$ cat src/rtl/pipeline_window_acc.sv
// Windowed accumulator for the add/and/add pipeline result stream.
// Sums WIN accepted beats (or fewer on flush) and presents each sum through a valid/ready handshake.
module pipeline_window_acc #(
   parameter int WIDTH = 32,
   parameter int WIN   = 4,
   parameter int CNT_W = 8
) (
   input  logic             clock,
   input  logic             reset,
   input  logic [WIDTH-1:0] in_data,
   input  logic             in_valid,
   output logic             in_ready,
   input  logic             flush,
   output logic [WIDTH-1:0] out_sum,
   output logic             out_carry,
   output logic [CNT_W-1:0] out_count,
   output logic             out_valid,
   input  logic             out_ready
);

   localparam logic [0:0] ST_ACC  = 1'b0;
   localparam logic [0:0] ST_HOLD = 1'b1;
   localparam logic [CNT_W-1:0] LAST_BEAT = CNT_W'(WIN - 1);

   logic [0:0]       r_state;
   logic [WIDTH-1:0] r_acc;
   logic             r_carryAcc;
   logic [CNT_W-1:0] r_cnt;
   logic [WIDTH-1:0] r_outSum;
   logic             r_outCarry;
   logic [CNT_W-1:0] r_outCount;
   logic             r_outValid;

   logic             w_accept;
   logic [WIDTH:0]   w_sum;
   logic [WIDTH-1:0] w_nextAcc;
   logic             w_nextCarry;
   logic [CNT_W-1:0] w_nextCnt;
   logic             w_close;

   // in_ready depends on state alone so the producer never sees a loop through flush or out_ready.
   assign in_ready = (r_state == ST_ACC);
   assign w_accept = in_valid && in_ready;

   always_comb begin
      w_sum       = {1'b0, r_acc} + {1'b0, in_data};
      w_nextAcc   = r_acc;
      w_nextCarry = r_carryAcc;
      w_nextCnt   = r_cnt;
      if (w_accept) begin
         w_nextAcc   = w_sum[WIDTH-1:0];
         w_nextCarry = r_carryAcc | w_sum[WIDTH];
         w_nextCnt   = r_cnt + CNT_W'(1);
      end
      w_close = (r_state == ST_ACC) &&
                ((w_accept && (r_cnt == LAST_BEAT)) ||
                 (flush && ((r_cnt != '0) || w_accept)));
   end

   always_ff @(posedge clock) begin
      if (reset) begin
         r_state    <= ST_ACC;
         r_acc      <= '0;
         r_carryAcc <= 1'b0;
         r_cnt      <= '0;
         r_outSum   <= '0;
         r_outCarry <= 1'b0;
         r_outCount <= '0;
         r_outValid <= 1'b0;
      end else begin
         case (r_state)
            ST_ACC: begin
               if (w_close) begin
                  r_outSum   <= w_nextAcc;
                  r_outCarry <= w_nextCarry;
                  r_outCount <= w_nextCnt;
                  r_outValid <= 1'b1;
                  r_state    <= ST_HOLD;
                  r_acc      <= '0;
                  r_carryAcc <= 1'b0;
                  r_cnt      <= '0;
               end else begin
                  r_acc      <= w_nextAcc;
                  r_carryAcc <= w_nextCarry;
                  r_cnt      <= w_nextCnt;
               end
            end
            default: begin
               // The handshake cycle itself accepts nothing, giving one bubble per window.
               if (out_ready) begin
                  r_outValid <= 1'b0;
                  r_state    <= ST_ACC;
               end
            end
         endcase
      end
   end

   assign out_sum   = r_outSum;
   assign out_carry = r_outCarry;
   assign out_count = r_outCount;
   assign out_valid = r_outValid;

endmodule

$ cat config.mk
export PLATFORM = sky130hd
export DESIGN_NAME = pipeline_window_acc
export DESIGN_NICKNAME = d
export VERILOG_FILES = /design/src/rtl/pipeline_window_acc.sv
export SDC_FILE = /design/constraint.sdc
export NUM_CORES = 1
export LEC_CHECK = 0
export CORE_MARGIN = 8
export CORE_UTILIZATION = 49
export DETAILED_ROUTE_END_ITERATION = 8
export MAX_ROUTING_LAYER = met4
export PLACE_DENSITY = 0.85
export SETUP_SLACK_MARGIN = 0.15
export SLEW_MARGIN = 20
export SYNTH_ARGS = -nofsm -noshare
export SYNTH_HDL_FRONTEND = slang
export SYNTH_SLANG_ARGS = --single-unit
$ cat constraint.sdc
create_clock -name clock -period 2.5 [get_ports clock]
set_input_delay 0.5 -clock clock [delete_from_list [all_inputs] [get_ports clock]]
set_output_delay 0.5 -clock clock [all_outputs]
set_load 0.05 [all_outputs]
==> results.md <==
* Outcome: complete, but fails checks
* Violated checks: setup timing
* Syn_area_per_cell at 7.89 µm²
* Post-detailed-route count of antenna-violating nets at 0
* Total of flip-flops plus latches after synthesis at 84
* Remaining global-route overflow at 0
* Synthesized cell area at 0.00503 mm²
* Number of flops mapped to enable cells by yosys at 0
* Count of yosys warnings during synthesis at 0
* Starting density of the core at 49.7%
* Tightest slew margin relative to the limit at 53.4%
* Clk buf depth at 2
* Share of synthesized flip-flops with an asynchronous set or reset at 0%
* Min setup slack post-route at -0.0701 ns
* Final weighted congestion of routability-driven global placement at 0.916
* Clock root buffer: clkbuf_8
* Total CTS buffers at 9
* Endpoint of the worst hold-timing path: r_acc[29]$_SDFFE_PP0N_
* Most common flop cell mapped by yosys: dfxtp_1
* Reg power frac at 32.5%
* Post-Layout Inst Area at 0.00806 mm²
* Area growth syn-to-layout at 60.1%
* Internal power at 2840 µW
* Share of power burned in combinational logic at 46.9%
* Maximum fanout along the worst path at 2
* Hold WS at 0.465 ns
* Number of global-route vias before repair at 5,902
* Commonest non-fill, non-tap cell in the layout: buf_4
* Hold bufs inserted after CTS at 0
* PortBufs at 79
* Vias per inst at 6.43
* Number of levels the H-tree was split into at 3
* Register-to-register setup slack at -0.07 ns
* Die H at 117 µm
* Power after layout at 4890 µW
* Switching Share at 41.9%
* Lkg Pwr at 0.00317 µW
* Critical R2R Launch: r_acc[0]$_SDFFE_PP0N_
* Transition at the pin with the smallest max-transition slack at 0.699 ns
* Detailed-route DRC error count at 0
* Clock tree from TritonCTS: done
* WL final at 21,300 µm
* Slew Limit Fails at 0
* Worst-path clk slew at 0.11 ns
* First DRT Iteration DRCs at 787
* Clk sinks at 84
* Total number of vias at 6,260
* Final min period at 2.57 ns
* Layout cell share with drive strength beyond 1 at 35.1%
* Reg-to-reg endpoint: out_sum[20]$_SDFFE_PP0P_
* Final hold viol count at 0
* Tot GR Track Use at 27.1%
* Number of top-level pins at 80
* Antenna violations before repair at 0
* Count of final setup violators at 5
* Global-route wire length before repair at 30,100 µm
* Number of instances in the placed design at 917
* Syn Nets at 710
* Placed Instance Area at 0.00691 mm²
* Highest clock rate at 0.389 GHz
* Number of cells on the worst hold path at 2
* Worst supply voltage drop on vdd at 0.000385 V
* Highest-count cells in the layout ignoring fill and taps: 124 x buf_4, 80 x nor2_1, 70 x dfxtp_1
* Final layout net count at 904
* Share of the cycle needed by the critical path after routing at 103%
* HPWL after DPL at 12,300 µm
* Part of the total power dissipated in the clock network at 20.6%
* Synth cell types at 62
* First-pass iteration count of the detailed router at 6
* Core region area at 0.0101 mm²
* RSZ-0062 raised after global routing: yes
* Sequential fraction of the synthesis area at 33.4%
* Power density over the cells at 607 mW/mm²
* Final antenna diode count at 0
* Endpoint arrival time on the critical path at 2.84 ns
* Worst Min Path Start: r_acc[29]$_SDFFE_PP0N_
* Worst clock skew on the final layout at 0.0141 ns
* Clock latency on the worst-skew pair at 0.39 ns
* Data required, critical path at 2.77 ns
* Min-Delay Path Class: flop to flop
* Horizontal extent of the die at 117 µm
* Pin count of the biggest net entering global routing at 36
* Nature of the critical path startpoint: flop
* Endpoint kind of the worst setup timing path: flop
* Number of cell rows at 37
* Max-capacitance violation count at 0
* Worst Reg2Reg Path Length in Cells at 10
* Total net switching power at 2050 µW
* Final core utilization at 79.5%
* Die Area at 0.0138 mm²
* Final routed wire length divided by cell count at 21.8 µm
* Critical path start-end classification: flop to flop
* Mapped Cells at 638
* Final cell count without fillers at 973
## worst max path at each step
stage                     depth (start not counted)                   start                       end
after floorplan                                   9              in_data[2]    r_acc[23]$_SDFFE_PP0N_
after global placement                           10              in_data[2]    r_acc[23]$_SDFFE_PP0N_
after detailed placement                         11              in_data[0]  out_sum[20]$_SDFFE_PP0P_
after CTS                                         9  r_acc[18]$_SDFFE_PP0N_    r_acc[23]$_SDFFE_PP0N_
after global routing                             10   r_acc[0]$_SDFFE_PP0N_  out_sum[20]$_SDFFE_PP0P_
final                                            10   r_acc[0]$_SDFFE_PP0N_  out_sum[20]$_SDFFE_PP0P_
## timing repair
action                     in CTS  in global routing
setup endpoints to repair      54                 53
buffers inserted               21                 19
pin swaps                      65                 54
gates resized for setup       101                 85
## Yosys cell counts, types with 8 or more instances
cell | number | area [µm²]
nor3_1 | 21 | 105
clkbuf_1 | 26 | 97.6
or3_1 | 8 | 50.1
and3_1 | 8 | 50.1
nand2_1 | 73 | 274
o21ai_0 | 42 | 210
a211oi_1 | 20 | 150
xnor2_1 | 16 | 140
ha_1 | 34 | 425
a22oi_1 | 11 | 82.6
a21oi_1 | 57 | 285
nand4_1 | 8 | 50.1
nand3_1 | 12 | 60.1
xor2_1 | 18 | 158
nor2_1 | 82 | 308
a21o_1 | 8 | 60.1
inv_1 | 11 | 41.3
dfxtp_1 | 84 | 1680
## worst max-delay path, stage by stage (launching register included)
cell       delay (ns)
dfxtp_4          0.37
ha_4             0.16
fa_2             0.37
a21oi_4          0.15
o211ai_1         0.17
a21boi_2         0.33
o31ai_4          0.12
a21o_1           0.21
a21oi_2          0.15
xor2_1           0.09
a2111oi_1        0.33
## metal layers
layer,routed length (µm),global-route usage (%),vias to the layer above,share of wire (%)
li1,-,-,2704,-
met3,1730,4.80,146,8.1
met5,0,-,-,0
met2,10200,44.9,448,48
met1,7920,30.6,2962,37
met4,1400,14.3,0,6.6
## area by class of cell
class / count / area [µm²]
Inverter: 12 / 45.0
Fill cell: 550 / 2080
Clock buffer: 9 / 124
Timing Repair Buffer: 220 / 1940
Multi-Input combinational cell: 505 / 4010
Sequential cell: 84 / 1710
Clock inverter: 7 / 68.8
Tap cell: 136 / 170
## power groups by stage
| stage | Combinational [µW] | Sequential [µW] | Clock, µW |
|---|---|---|---|
| 2_1_floorplan | 853 | 1840 | 0 |
| 3_3_place_gp | 1770 | 1590 | 0 |
| 3_5_place_dp | 1810 | 1600 | 0 |
| 4_1_cts | 1970 | 1580 | 990 |
| 5_1_grt | 2400 | 1600 | 1060 |
| 6_report | 2290 | 1590 | 1010 |
## kinds of logic (layout without fill, tap and decap cells)
kind of cell	count (synthesis)	count (layout)	synth area share, %
AOI/OAI and AO/OA	200	200	26.2
and+or+nand+nor	232	232	20.8
muxes	4	4	0.795
DFF	84	84	33.4
xor gates and xnor gates	34	34	5.91
adders and majority gates	35	35	8.85
buffers and inverters	49	248	4.00
## state kept, by name, indices dropped and copies added (netlist names)
signal      flops
out_carry       1
out_count       8
out_sum        32
out_valid       1
r_acc          32
r_carryAcc      1
r_cnt           8
r_state         1
## per-stage QoR
| step | setup slack, ns | TNS (ns) |
|---|---|---|
| final | -0.0701 | -0.132 |
| after global routing | -0.119 | -0.849 |
| after CTS | 0.0226 | 0 |
| after detailed placement | -0.667 | -25.35 |
| after global placement | -0.626 | -23.55 |
| after floorplan | -0.0658 | -0.0847 |
Note: power is estimated with default switching activity, not from simulation.
